--- config.mk ---
export PLATFORM = sky130hd
export DESIGN_NAME = llsc_sequencer
export DESIGN_NICKNAME = d
export VERILOG_FILES = /design/src/rtl/core_config.sv /design/src/rtl/core_types.sv /design/src/rtl/llbit_reg.sv /design/src/rtl/llsc_sequencer.sv
export SDC_FILE = /design/constraint.sdc
export NUM_CORES = 1
export LEC_CHECK = 0
export ABC_AREA = 1
export BUFFER_PORTS_ARGS = -buffer_cell sky130_fd_sc_hd__buf_4
export CAP_MARGIN = 40
export CORE_UTILIZATION = 47
export CTS_CLUSTER_DIAMETER = 60
export CTS_CLUSTER_SIZE = 16
export DETAILED_ROUTE_END_ITERATION = 7
export PLACE_DENSITY = 0.79
export SYNTH_ARGS = -nofsm -noshare
export SYNTH_HDL_FRONTEND = slang
export SYNTH_SLANG_ARGS = --single-unit
--- constraint.sdc ---
create_clock -name clk -period 1.8 [get_ports clk]
set_input_delay 0.09 -clock clk [delete_from_list [all_inputs] [get_ports clk]]
set_output_delay 0.09 -clock clk [all_outputs]
set_load 0.03 [all_outputs]
--- src/rtl/core_config.sv ---
// Core-wide configuration constants shared by the memory-stage atomic logic.
package core_config;

    localparam int DATA_WIDTH = 32;
    localparam int GPR_NUM    = 32;
    localparam int GPR_AW     = $clog2(GPR_NUM);

endpackage

--- src/rtl/core_types.sv ---
// Types shared by the LL/SC sequencer: FSM state encoding and the latched atomic request.
package core_types;

    import core_config::*;

    typedef enum logic [2:0] {
        IDLE  = 3'd0,
        ISSUE = 3'd1,
        WAIT  = 3'd2,
        DRAIN = 3'd3,
        RESP  = 3'd4
    } llsc_state_e;

    // Field widths follow core_config; the sequencer's defaults match them.
    typedef struct packed {
        logic                  is_sc;
        logic [DATA_WIDTH-1:0] addr;
        logic [DATA_WIDTH-1:0] wdata;
        logic [GPR_AW-1:0]     rd;
    } atomic_req_t;

    localparam logic [3:0] WSTRB_WORD = 4'b1111;

    function automatic logic word_misaligned(input logic [1:0] addr_lsb);
        return addr_lsb != 2'b00;
    endfunction

endpackage

--- src/rtl/llbit_reg.sv ---
// LLbit storage: set by a completed LL, cleared by SC completion, ERTN (KLO=0) or WCLLB; clear wins.
module llbit_reg (
    input  logic clk,
    input  logic rst,
    input  logic ll_set_i,
    input  logic sc_clr_i,
    input  logic ertn_i,
    input  logic klo_i,
    input  logic wcllb_i,
    output logic llbit_o
);

    logic llbit_q;
    logic llbit_d;
    logic clr;

    assign clr = sc_clr_i || (ertn_i && !klo_i) || wcllb_i;

    always_comb begin
        llbit_d = llbit_q;
        if (clr) begin
            llbit_d = 1'b0;
        end else if (ll_set_i) begin
            llbit_d = 1'b1;
        end
    end

    always_ff @(posedge clk) begin
        if (rst) begin
            llbit_q <= 1'b0;
        end else begin
            llbit_q <= llbit_d;
        end
    end

    assign llbit_o = llbit_q;

endmodule

--- src/rtl/llsc_sequencer.sv ---
// LL.W / SC.W sequencer between the MEM stage, the data cache and writeback.
// Handshakes: a transfer happens on a rising edge where valid && ready; valid never waits on ready.
module llsc_sequencer
    import core_types::*;
#(
    parameter int DATA_WIDTH = core_config::DATA_WIDTH,
    parameter int GPR_NUM    = core_config::GPR_NUM
) (
    input  logic                       clk,
    input  logic                       rst,

    input  logic                       req_valid_i,
    output logic                       req_ready_o,
    input  logic                       req_is_sc_i,
    input  logic [DATA_WIDTH-1:0]      req_addr_i,
    input  logic [DATA_WIDTH-1:0]      req_wdata_i,
    input  logic [$clog2(GPR_NUM)-1:0] req_rd_i,

    output logic                       dc_req_valid_o,
    input  logic                       dc_req_ready_i,
    output logic                       dc_we_o,
    output logic [DATA_WIDTH-1:0]      dc_addr_o,
    output logic [DATA_WIDTH-1:0]      dc_wdata_o,
    output logic [3:0]                 dc_wstrb_o,
    input  logic                       dc_rsp_valid_i,
    input  logic [DATA_WIDTH-1:0]      dc_rdata_i,

    output logic                       res_valid_o,
    input  logic                       res_ready_i,
    output logic [DATA_WIDTH-1:0]      res_data_o,
    output logic [$clog2(GPR_NUM)-1:0] res_rd_o,
    output logic                       res_ale_o,

    input  logic                       flush_i,
    input  logic                       ertn_i,
    input  logic                       llbctl_klo_i,
    input  logic                       llbctl_wcllb_i,
    output logic                       llbit_o
);

    localparam logic [DATA_WIDTH-1:0] SC_SUCCESS = {{(DATA_WIDTH-1){1'b0}}, 1'b1};

    llsc_state_e           state_q, state_d;
    atomic_req_t           req_q, req_d;
    logic [DATA_WIDTH-1:0] res_data_q, res_data_d;
    logic                  res_ale_q, res_ale_d;

    logic llbit;
    logic ll_set;
    logic sc_clr;
    logic req_fire;
    logic in_issue;
    logic in_resp;

    assign req_ready_o = (state_q == IDLE) && !flush_i;
    assign req_fire    = req_valid_i && req_ready_o;
    assign in_issue    = (state_q == ISSUE);
    assign in_resp     = (state_q == RESP);

    always_comb begin
        state_d    = state_q;
        req_d      = req_q;
        res_data_d = res_data_q;
        res_ale_d  = res_ale_q;
        ll_set     = 1'b0;
        sc_clr     = 1'b0;

        unique case (state_q)
            IDLE: begin
                if (req_fire) begin
                    req_d.is_sc = req_is_sc_i;
                    req_d.addr  = req_addr_i;
                    req_d.wdata = req_wdata_i;
                    req_d.rd    = req_rd_i;
                    res_data_d  = '0;
                    res_ale_d   = 1'b0;
                    if (word_misaligned(req_addr_i[1:0])) begin
                        res_ale_d = 1'b1;
                        state_d   = RESP;
                    end else if (req_is_sc_i && !llbit) begin
                        state_d = RESP;
                    end else begin
                        state_d = ISSUE;
                    end
                end
            end

            ISSUE: begin
                // A handshake in the flush cycle still owes us a response.
                if (flush_i) begin
                    state_d = dc_req_ready_i ? DRAIN : IDLE;
                end else if (dc_req_ready_i) begin
                    state_d = WAIT;
                end
            end

            WAIT: begin
                if (dc_rsp_valid_i) begin
                    if (req_q.is_sc) begin
                        sc_clr     = 1'b1;
                        res_data_d = SC_SUCCESS;
                    end else begin
                        ll_set     = !flush_i;
                        res_data_d = dc_rdata_i;
                    end
                    state_d = flush_i ? IDLE : RESP;
                end else if (flush_i) begin
                    state_d = DRAIN;
                end
            end

            DRAIN: begin
                // The store already happened in the cache, so its LLbit clear still applies.
                if (dc_rsp_valid_i) begin
                    sc_clr  = req_q.is_sc;
                    state_d = IDLE;
                end
            end

            RESP: begin
                if (flush_i || res_ready_i) begin
                    state_d = IDLE;
                end
            end

            default: begin
                state_d = IDLE;
            end
        endcase
    end

    always_ff @(posedge clk) begin
        if (rst) begin
            state_q    <= IDLE;
            req_q      <= '0;
            res_data_q <= '0;
            res_ale_q  <= 1'b0;
        end else begin
            state_q    <= state_d;
            req_q      <= req_d;
            res_data_q <= res_data_d;
            res_ale_q  <= res_ale_d;
        end
    end

    llbit_reg u_llbit (
        .clk      (clk),
        .rst      (rst),
        .ll_set_i (ll_set),
        .sc_clr_i (sc_clr),
        .ertn_i   (ertn_i),
        .klo_i    (llbctl_klo_i),
        .wcllb_i  (llbctl_wcllb_i),
        .llbit_o  (llbit)
    );

    assign llbit_o = llbit;

    assign dc_req_valid_o = in_issue;
    assign dc_we_o        = in_issue && req_q.is_sc;
    assign dc_addr_o      = in_issue ? req_q.addr : '0;
    assign dc_wdata_o     = (in_issue && req_q.is_sc) ? req_q.wdata : '0;
    assign dc_wstrb_o     = (in_issue && req_q.is_sc) ? WSTRB_WORD : 4'b0000;

    assign res_valid_o = in_resp;
    assign res_data_o  = in_resp ? res_data_q : '0;
    assign res_rd_o    = in_resp ? req_q.rd : '0;
    assign res_ale_o   = in_resp && res_ale_q;

endmodule

==> results by group, run 1 <==
Clock tree
  • Clock root buffer: clkbuf_8
  • CTS H-tree lvls: 3
  • Num CTS Buffers: 9
  • Clock Tree Buf Depth: 2
  • CTS tree: built
  • TritonCTS Sinks: between 100 and 150
  • Worst-Skew Late Latency: 0.37 ns
  • Clk slew on worst S/H paths: 0.11 ns

Yosys
  • Syn_nets: 851
  • #FFs+latches synth: about 110
  • Sequential fraction of the synthesis area: 43.1%
  • Synthesized area per cell: 6.73 µm²
  • Yosys top cell area share: a little over two fifths
  • Post-synth EDFFs: 0
  • Async set-reset flop share out of synthesis: 0%
  • Synth area leaders: dfxtp_1 (43%), nor2_1 (14%), inv_1 (8.8%)
  • Yosys warning count: 0
  • Netlist cell types: 25
  • Synth Flop Type: dfxtp_1
  • Area leader, netlist: dfxtp_1
  • Netlist Area Pre-Place: a little under 0.005 mm²
  • Mapped Cells: around 740

STA
  • Final period util: ~100%
  • Max-slew violations: 0
  • Slew headroom: 65.3%
  • Final hold viol count: 0
  • Minimum clock period: ~1.8 ns
  • Max Freq: ~570 MHz
  • Worst slew pin tran: 0.520 ns
  • Clock skew: ~0.012 ns
  • # setup viols final: 0
  • RSZ-0062 raised after global routing: true

Finish
  • Commonest non-fill, non-tap cells in the layout: buf_4 (227), nor2_1 (170), inv_1 (115), dfxtp_1 (106), nand2_1 (76)
  • Commonest non-fill, non-tap cell in the layout: buf_4
  • Multi-input logic area: about 0.0021 mm²
  • Sequential cell area: between 0.002 and 0.0025 mm²
  • Nets: roughly 1,100
  • # fillers: 820
  • # diodes: 0
  • Fin util: a little over 70%
  • Post-route design area: approximately 0.0075 mm²
  • Proportion of layout cells with a drive suffix above 1: between 20% and 30%
  • Synth-to-Final Area Change: 50.5%

Floorplan
  • Die width: 105 µm
  • Initial Util: between 40% and 50%
  • Die Area: ~0.011 mm²
  • Core box area: between 0.01 and 0.015 mm²
  • IO Pins: between 200 and 250
  • Die H: ~100 µm
  • Row count: 37

Min path
  • Hold Crit Depth: 3
  • Min-delay worst type: in2reg

Drt
  • Vias: between 5,000 and 6,000
  • Vias per std cell: about 4.7
  • DR iter-0 viols: approximately 230
  • WL per Instance: 12.4 µm
  • DR DRC count: 0
  • Antenna viol nets, final: 0
  • Routed wire length: approximately 14,000 µm
  • DR pass1 iterations: 7

Critical path
  • R2r worst-path depth: 9
  • CP endpoint kind: output pin
  • CP startpoint kind: flop
  • Critical-path maximum fanout: 32
  • Req. time, crit path: roughly 1.7 ns
  • Critical path arrival: roughly 1.7 ns
  • Critical path class: reg2out

Power and ir drop
  • Pwr Density: about 1200 mW/mm²
  • Peak supply drop: around 0.73 mV
  • Leakage: between 3 and 4 nW

Global routing
  • Gr usage total: 25.0%
  • Largest net degree at the start of global routing: 43
  • Global-route wire length before repair: about 22,000 µm
  • Vias in the first global route: between 4,000 and 5,000
  • Initial antenna violation count: 0
  • Gr ovfl total: 0

Status
  • Run status: complete, no violations

Run
  • Maxcap violations: 0

Placement
  • DP HPWL: roughly 9200 µm
  • # port buffers: around 220
  • GPL Wtd Cong: 0.824
  • Post-Place Cell Area: 0.00675 mm²
critical path, stage by stage, from the launching register on:
cell,delay [ns]
dfxtp_2,0.35
buf_4,0.15
nor2_4,0.09
nand2_2,0.08
nor2_2,0.11
inv_2,0.05
buf_12,0.16
nor2_2,0.14
buf_6,0.15
Yosys cell counts, types with 5 or more instances:
| master | instances |
|---|---|
| nor2_1 | 180 |
| inv_1 | 117 |
| dfxtp_1 | 107 |
| nand2_1 | 78 |
| a21oi_1 | 74 |
| o21ai_0 | 62 |
| nand3_1 | 41 |
| clkbuf_1 | 18 |
| buf_6 | 15 |
| buf_2 | 11 |
| o21ai_1 | 10 |
| buf_1 | 5 |
cell families (layout without fill, tap and decap cells):
logic type | after synthesis | in the layout | synth area share [%]
DFF | 107 | 107 | 43.1
AOI/OAI and AO/OA | 150 | 150 | 15.5
and+or+nand+nor | 308 | 308 | 25.5
buffers and inverters | 174 | 428 | 16.0
layer usage:
metal	vias to the layer above	track usage (%)	wire, µm
li1	2754	-	-
met1	2391	31.6	6000
met2	176	42.1	6830
met3	22	5.43	911
met4	0	8.65	259
met5	-	0	0
final cells by class:
type                    count  area share [%]
clock inverters             6           0.652
multi-input cells         458            27.8
well taps                 136            2.27
flip-flops and latches    107            28.7
repair buffers            292            32.9
clock buffers               9            1.66
inverters                 121            6.07
sequential cells by signal, indices dropped and copies added, names as in the netlist:
name and cells:
state_q 3, req_q 70, res_ale_q 1, u_llbit.llbit_o 1, res_data_q 32
per-stage QoR:
stage,setup TNS [ns],setup slack [ns],power (mW),hold slack [ns],cells
2_1_floorplan,-3.64,-0.121,6.28,0.162,739
3_3_place_gp,-0.110,-0.0223,7.21,0.286,1065
3_5_place_dp,0,0.134,7.33,0.286,1066
4_1_cts,0,0.00409,8.82,0.00000439,1129
5_1_grt,-0.573,-0.0436,9.54,0.0104,1129
6_report,0,0.0448,8.82,0.0121,1129
final timing paths:
check,from,end,slack (ns)
min,req_wdata_i[18],req_q[23],0.01
max reg2reg,state_q[2],req_q[27],0.14
max,state_q[2],dc_wdata_o[2],0.04
min reg2reg,req_q[2],req_q[2],0.46
what timing repair did:
item                       CTS  global route
hold buffers                47             0
resized for setup            5            22
cloned                       0             0
pin swaps                    1             1
setup endpoints to repair   41            73
hold endpoints to repair    47             0
setup buffers                1             0
power by group:
group / switching [mW] / total (mW) / internal, mW
Clock: 0.848 / 1.36 / 0.509
Combinational: 2.68 / 4.34 / 1.66
Sequential: 0.194 / 3.13 / 2.93
Total: 3.72 / 8.82 / 5.10
Power figures use the tool's default switching activity.
==> inputs of run 2 (changes only) <==
--- a/config.mk
+++ b/config.mk
@@ -8,11 +8,11 @@
 export ABC_AREA = 1
 export BUFFER_PORTS_ARGS = -buffer_cell sky130_fd_sc_hd__buf_4
 export CAP_MARGIN = 40
-export CORE_UTILIZATION = 47
+export CORE_UTILIZATION = 40
 export CTS_CLUSTER_DIAMETER = 60
 export CTS_CLUSTER_SIZE = 16
 export DETAILED_ROUTE_END_ITERATION = 7
-export PLACE_DENSITY = 0.79
+export PLACE_DENSITY = 0.69
 export SYNTH_ARGS = -nofsm -noshare
 export SYNTH_HDL_FRONTEND = slang
 export SYNTH_SLANG_ARGS = --single-unit
==> run 2 against run 1 <==
Against the previous run:
- die area up 17%
- worst hold slack better by 0.0066 ns
- register-to-register slack better by 0.04 ns
- via count down 4.4%
==> results by group, run 2 (synthesized netlist as in run 1, its figures left out) <==
Global routing
  • Gr ovfl total: 0 (unchanged)
  • Initial antenna violation count: 0 (unchanged)
  • Gr usage total: 21.1% (-4.0 points)
  • Global-route wire length before repair: 21,800 µm (-3.0%)
  • Largest net degree at the start of global routing: 68 (+58%)
  • Vias in the first global route: 4,603 (-3.4%)

Critical path
  • Req. time, crit path: 1.71 ns (about the same)
  • Critical path buffer and inverter count: 3 (-1)
  • Slack of the worst reg-to-reg path: 0.18 ns (+0.04 ns)
  • Cell breakdown of the critical path: buf_4 > nor2_2 > nand2_1 > buf_12 > nor2_1 > buf_4
  • Worst R2R Start: state_q[2]
  • CP peak stage delay: 0.34 ns (about the same)
  • Cell family with most CP delay: buffers and inverters
  • Critical path class: reg2out
  • CP startpoint kind: flop
  • Critical path arrival: 1.62 ns (-0.05 ns)
  • Crit. Startpoint: state_q[1]
  • Most frequent CP cell: buf_4
  • Critical-path maximum fanout: 39 (+22%)
  • Worst path slowest cell: dfxtp_1
  • CP endpoint kind: output pin

Finish
  • # fillers: 1,209 (+47%)
  • Commonest non-fill, non-tap cells in the layout: buf_4 (239), nor2_1 (177), inv_1 (116), dfxtp_1 (105), nand2_1 (78)
  • Fin util: 59.0% (-14 points)
  • Reg with most FFs: req_q
  • Multi-input logic area: 0.00205 mm² (-1.5%)
  • # diodes: 0 (unchanged)
  • Nets: 1,059 (-3.8%)
  • Largest registers: req_q (70), res_data_q (32), state_q (3)
  • Synth-to-Final Area Change: 43.2%
  • Post-route design area: 0.00712 mm² (-4.8%)
  • Commonest non-fill, non-tap cell in the layout: buf_4
  • Sequential cell area: 0.00214 mm² (about the same)
  • Proportion of layout cells with a drive suffix above 1: 29.5% (+0.47 points)
  • Final std cells w/o fill: 1,118 (-0.97%)
  • Max reg flops: 70 (unchanged)

Run
  • Maxcap violations: 0 (unchanged)

Floorplan
  • Core box area: 0.0121 mm² (+17%)
  • Die H: 113 µm (+8.2%)
  • Initial Util: 41.2% (-7.2 points)
  • Die Area: 0.0129 mm² (+17%)
  • Die width: 113 µm (+8.2%)
  • IO Pins: 223 (unchanged)
  • Row count: 40 (+8.1%)

STA
  • Clock skew: 0.00517 ns (-0.00716 ns)
  • Max Freq: 585 MHz (+2.7%)
  • Minimum clock period: 1.71 ns (-0.0468 ns)
  • Slew headroom: 74.0% (+8.7 points)
  • Final period util: 94.9% (-2.6 points)
  • Setup ws final: 0.0916 ns (+0.0468 ns)
  • # setup viols final: 0 (unchanged)
  • RSZ-0062 raised after global routing: false
  • Final hold viol count: 0 (unchanged)
  • Max-slew violations: 0 (unchanged)
  • Worst slew pin tran: 0.389 ns (-0.131 ns)

Placement
  • # port buffers: 222 (unchanged)
  • # placed instances: 1,100 (+3.2%)
  • Post-Place Cell Area: 0.00678 mm² (+0.44%)
  • Worst slack at placement: 0.0994 ns (-0.0350 ns)
  • GPL Wtd Cong: 0.844 (+2.5%)
  • DP HPWL: 9570 µm (+4.4%)

Min path
  • Hold_sp: req_wdata_i[12]
  • Min-delay worst type: in2reg

Power and ir drop
  • Overall Power: 9.38 mW (+6.4%)
  • Sequential Power Share: 33.6% (-1.8 points)
  • Sw Pwr: 3.68 mW (-0.99%)
  • Leakage: 3.27 nW (-3.8%)
  • Comb pwr share: 45.9% (-3.3 points)
  • Pwr Density: 1320 mW/mm² (+12%)
  • Clk pwr share: 20.6% (+5.2 points)
  • Internal: 5.70 mW (+12%)
  • Peak supply drop: 0.783 mV (+7.8%)
  • Switching Fraction: 39.3% (-2.9 points)

Drt
  • WL per Instance: 12.0 µm (-3.3%)
  • DR iter-0 viols: 248 (+10%)
  • DR pass1 iterations: 4 (-3)
  • DR DRC count: 0 (unchanged)
  • Routed wire length: 13,400 µm (-4.2%)
  • Vias per std cell: 4.57 (-3.4%)
  • Antenna viol nets, final: 0 (unchanged)
  • Vias: 5,109 (-4.4%)

Status
  • Run status: complete, no violations

Clock tree
  • CTS H-tree lvls: 3 (unchanged)
  • Clock root buffer: clkbuf_16
  • Clk slew on worst S/H paths: 0.07 ns (-0.04 ns)
  • TritonCTS Sinks: 107 (unchanged)
  • Clock Tree Buf Depth: 2 (unchanged)
  • Worst-Skew Late Latency: 0.34 ns (-0.03 ns)
  • CTS tree: built
  • Num CTS Buffers: 9 (unchanged)
## run 2: final cells by class
class                   count  share of cell area (%)
clock buffers              12                    3.46
flip-flops and latches    107                    30.1
clock inverters             2                   0.527
repair buffers            250                    27.8
well taps                 168                    2.95
multi-input cells         458                    28.8
inverters                 121                    6.38
## run 2: timing repair
item / in CTS / in global routing
pin swaps: 1 / 2
hold buffers: 1 / 0
resized for setup: 2 / 6
endpoints found under the hold margin: 1 / 0
setup buffers: 0 / 3
endpoints found under the setup margin: 45 / 66
## run 2: power by group through the flow
| stage | Sequential, mW | Combinational, mW | Clock, mW |
|---|---|---|---|
| 2_1_floorplan | 3.14 | 3.13 | 0 |
| 3_5_place_dp | 3.20 | 4.21 | 0 |
| 6_report | 3.15 | 4.31 | 1.93 |
| 3_3_place_gp | 3.18 | 4.11 | 0 |
| 4_1_cts | 3.14 | 4.24 | 1.98 |
| 5_1_grt | 3.22 | 4.87 | 2.08 |
## run 2: layer usage
layer / track usage [%] / share of wire, % / wire length (µm) / vias up
li1: - / - / - / 2670
met5: 0 / 0 / 0 / -
met1: 25.9 / 43 / 5810 / 2242
met2: 35.4 / 47 / 6360 / 179
met4: 7.37 / 1.5 / 195 / 0
met3: 5.79 / 7.8 / 1040 / 18
## run 2: path summary, 6_finish.rpt
path / end / cells after the start
worst max-delay path: res_data_o[31] / 6
worst min-delay path: req_q[17] / 3
worst max register to register: req_q[3] / 9
worst min register to register: req_q[33] / 2
## run 2: through the flow
step | TNS, ns | hold slack, ns
final | 0 | 0.0187
after CTS | 0 | 0.0119
after floorplan | -3.64 | 0.162
after global placement | -0.836 | 0.283
after global routing | 0 | 0.0182
after detailed placement | 0 | 0.283
## run 2: worst reg2reg max path: stages (launching register included)
cell and delay, ns:
dfxtp_2 0.36, nor2_4 0.11, buf_4 0.13, nand2_4 0.05
buf_4 0.14, nor2_4 0.11, nand2_4 0.15, buf_12 0.21
o21ai_0 0.20, a21oi_1 0.06
==> inputs of run 3 (changes only) <==
--- a/config.mk
+++ b/config.mk
@@ -8,11 +8,13 @@
 export ABC_AREA = 1
 export BUFFER_PORTS_ARGS = -buffer_cell sky130_fd_sc_hd__buf_4
 export CAP_MARGIN = 40
-export CORE_UTILIZATION = 40
+export CELL_PAD_IN_SITES_DETAIL_PLACEMENT = 1
+export CELL_PAD_IN_SITES_GLOBAL_PLACEMENT = 1
+export CORE_UTILIZATION = 32
 export CTS_CLUSTER_DIAMETER = 60
 export CTS_CLUSTER_SIZE = 16
 export DETAILED_ROUTE_END_ITERATION = 7
-export PLACE_DENSITY = 0.69
+export PLACE_DENSITY = 0.8
 export SYNTH_ARGS = -nofsm -noshare
 export SYNTH_HDL_FRONTEND = slang
 export SYNTH_SLANG_ARGS = --single-unit
==> run 3 against run 2 <==
Against the previous run:
- worst setup slack got worse by 0.0098 ns
- total power is 1.3% higher
- final cell count increased by 3.0%
- wire length grew 18%
- worst hold slack got worse by 0.0063 ns
- clock power is essentially flat
- sequential cell count is the same
- cell area increased by 2.8%
- register-to-register slack got worse by 0.08 ns
- fmax is 0.57% lower
- sequential share of layout area shrank 0.77 points
- die area up 25%
- critical path type unchanged
==> results by group, run 3 (synthesized netlist as in run 1, its figures left out) <==
Clock tree
  • Worst-Skew Late Latency: 0.35 ns (about the same)
  • Clk slew on worst S/H paths: 0.07 ns (about the same)
  • TritonCTS Sinks: 107 (unchanged)
  • Clock Tree Buf Depth: 2 (unchanged)
  • CTS H-tree lvls: 3 (unchanged)
  • Num CTS Buffers: 9 (unchanged)
  • Clock root buffer: clkbuf_16
  • CTS tree: built

Run
  • Maxcap violations: 0 (unchanged)

Global routing
  • Initial antenna violation count: 0 (unchanged)
  • Largest net degree at the start of global routing: 90 (+32%)
  • Global-route wire length before repair: 24,900 µm (+14%)
  • Vias in the first global route: 5,041 (+9.5%)
  • Gr usage total: 19.6% (-1.5 points)
  • Gr ovfl total: 0 (unchanged)

Power and ir drop
  • Peak supply drop: 0.609 mV (-22%)
  • Leakage: 3.34 nW (+2.3%)
  • Pwr Density: 1300 mW/mm² (-1.5%)
  • Clk pwr share: 20.3% (-0.3 points)
  • Internal: 5.61 mW (-1.5%)
  • Switching Fraction: 40.9% (+1.7 points)
  • Comb pwr share: 46.5% (+0.6 points)
  • Sw Pwr: 3.89 mW (+5.5%)
  • Sequential Power Share: 33.2% (-0.4 points)
  • Overall Power: 9.50 mW (+1.3%)

Drt
  • DR pass1 iterations: 4 (unchanged)
  • Met2 wire length: 7700 µm (+21%)
  • Vias: 5,260 (+3.0%)
  • Routed wire length: 15,900 µm (+18%)
  • DR DRC count: 0 (unchanged)
  • Antenna viol nets, final: 0 (unchanged)
  • Vias per std cell: 4.57 (about the same)
  • DR iter-0 viols: 289 (+17%)
  • WL per Instance: 13.8 µm (+15%)
  • Met3 wire length: 1140 µm (+9.9%)
  • DR top layer: met4
  • Wl on met1: 6860 µm (+18%)

Finish
  • Largest registers: req_q (70), res_data_q (32), state_q (3)
  • Reg with most FFs: req_q
  • Commonest non-fill, non-tap cells in the layout: buf_4 (246), nor2_1 (166), inv_1 (115), dfxtp_1 (105), nand2_1 (77)
  • Post-route design area: 0.00732 mm² (+2.8%)
  • Commonest non-fill, non-tap cell in the layout: buf_4
  • Synth-to-Final Area Change: 47.1%
  • # diodes: 0 (unchanged)
  • # fillers: 1,980 (+64%)
  • Nets: 1,071 (+1.1%)
  • Final std cells w/o fill: 1,152 (+3.0%)
  • Fin util: 48.1% (-11 points)
  • Max reg flops: 70 (unchanged)
  • Proportion of layout cells with a drive suffix above 1: 31.5% (+2.1 points)

STA
  • Final period util: 95.5% (+0.54 points)
  • Max-slew violations: 0 (unchanged)
  • # setup viols final: 0 (unchanged)
  • RSZ-0062 raised after global routing: false
  • Clock skew: 0.00518 ns (+0.0000107 ns)
  • Max Freq: 582 MHz (-0.57%)
  • Final hold viol count: 0 (unchanged)
  • Worst slew pin tran: 0.588 ns (+0.199 ns)
  • Minimum clock period: 1.72 ns (+0.00980 ns)
  • Slew headroom: 60.7% (-13 points)
  • Setup TNS Final: 0 ns (unchanged)

Critical path
  • Critical path arrival: 1.63 ns (about the same)
  • Critical-path maximum fanout: 8 (-79%)
  • CP endpoint kind: output pin
  • Critical path class: reg2out
  • CP startpoint kind: flop
  • Req. time, crit path: 1.71 ns (about the same)

Placement
  • # placed instances: 1,125 (+2.3%)
  • # port buffers: 222 (unchanged)
  • DP HPWL: 11,200 µm (+17%)
  • Post-Place Cell Area: 0.00682 mm² (+0.55%)
  • GPL Wtd Cong: 0.850 (+0.62%)

Floorplan
  • Die H: 127 µm (+12%)
  • Initial Util: 32.7% (-8.5 points)
  • Core box area: 0.0152 mm² (+26%)
  • Die Area: 0.0160 mm² (+25%)
  • Row count: 45 (+13%)
  • Die width: 127 µm (+12%)
  • IO Pins: 223 (unchanged)

Min path
  • Min-delay worst type: in2reg

Status
  • Run status: complete, no violations
## run 3: cell types whose count changed in the layout (fill, tap and decap cells not counted), moves of 4 or more
| cell | delta |
|---|---|
| dlygate4sd3_1 | +5 |
| buf_4 | +7 |
| nor2_1 | -11 |
| nor2_2 | +7 |
| nor2_4 | +4 |
## run 3: final timing paths
kind / from / end / slack, ns / cells past startpoint
worst max-delay path: state_q[2] / dc_wdata_o[1] / 0.08 / 8
worst min-delay path: llbctl_wcllb_i / u_llbit.llbit_o / 0.01 / 4
worst max register to register: state_q[2] / req_q[2] / 0.10 / 9
worst min register to register: req_q[53] / req_q[53] / 0.45 / 2
## run 3: worst max-delay path, stage by stage, from the launching register on
cell,delay [ns]
dfxtp_4,0.36
nor2_4,0.09
buf_4,0.14
nand2_4,0.06
nor2_4,0.11
inv_4,0.07
clkbuf_16,0.17
nor2_2,0.10
buf_4,0.17
## run 3: metal layers
| layer | vias up | track usage, % |
|---|---|---|
| met1 | 2395 | 23.3 |
| met4 | 0 | 4.62 |
| met2 | 159 | 34.0 |
| met5 | - | 0 |
| met3 | 9 | 6.54 |
| li1 | 2697 | - |
## run 3: power by group through the flow
stage | Sequential (mW) | Combinational, mW | Clock, mW
3_5_place_dp | 3.21 | 4.32 | 0
6_report | 3.16 | 4.42 | 1.93
4_1_cts | 3.16 | 4.40 | 2.01
5_1_grt | 3.22 | 4.95 | 2.11
3_3_place_gp | 3.19 | 4.10 | 0
2_1_floorplan | 3.14 | 3.13 | 0
## run 3: cell type report
cell class / count / area (µm²) / area share, %
clock buffers: 11 / 253 / 3.45
clock inverters: 5 / 35.0 / 0.479
inverters: 121 / 457 / 6.24
multi-input cells: 458 / 2100 / 28.8
flip-flops and latches: 107 / 2150 / 29.3
well taps: 188 / 235 / 3.22
repair buffers: 262 / 2080 / 28.5
## run 3: repair_timing
action,in CTS,in global routing
buffers inserted,2,1
cloned,0,2
hold endpoints to repair,6,0
endpoints found under the setup margin,80,40
pin swaps,2,1
gates resized for setup,11,19
hold buffers,6,0
## run 3: per-stage QoR
step	hold WS, ns	setup WS [ns]
floorplan	0.162	-0.121
global placement	0.307	-0.185
detailed placement	0.306	0.106
CTS	0.0000669	-0.00889
global route	0.0135	0.00155
finish	0.0124	0.0818
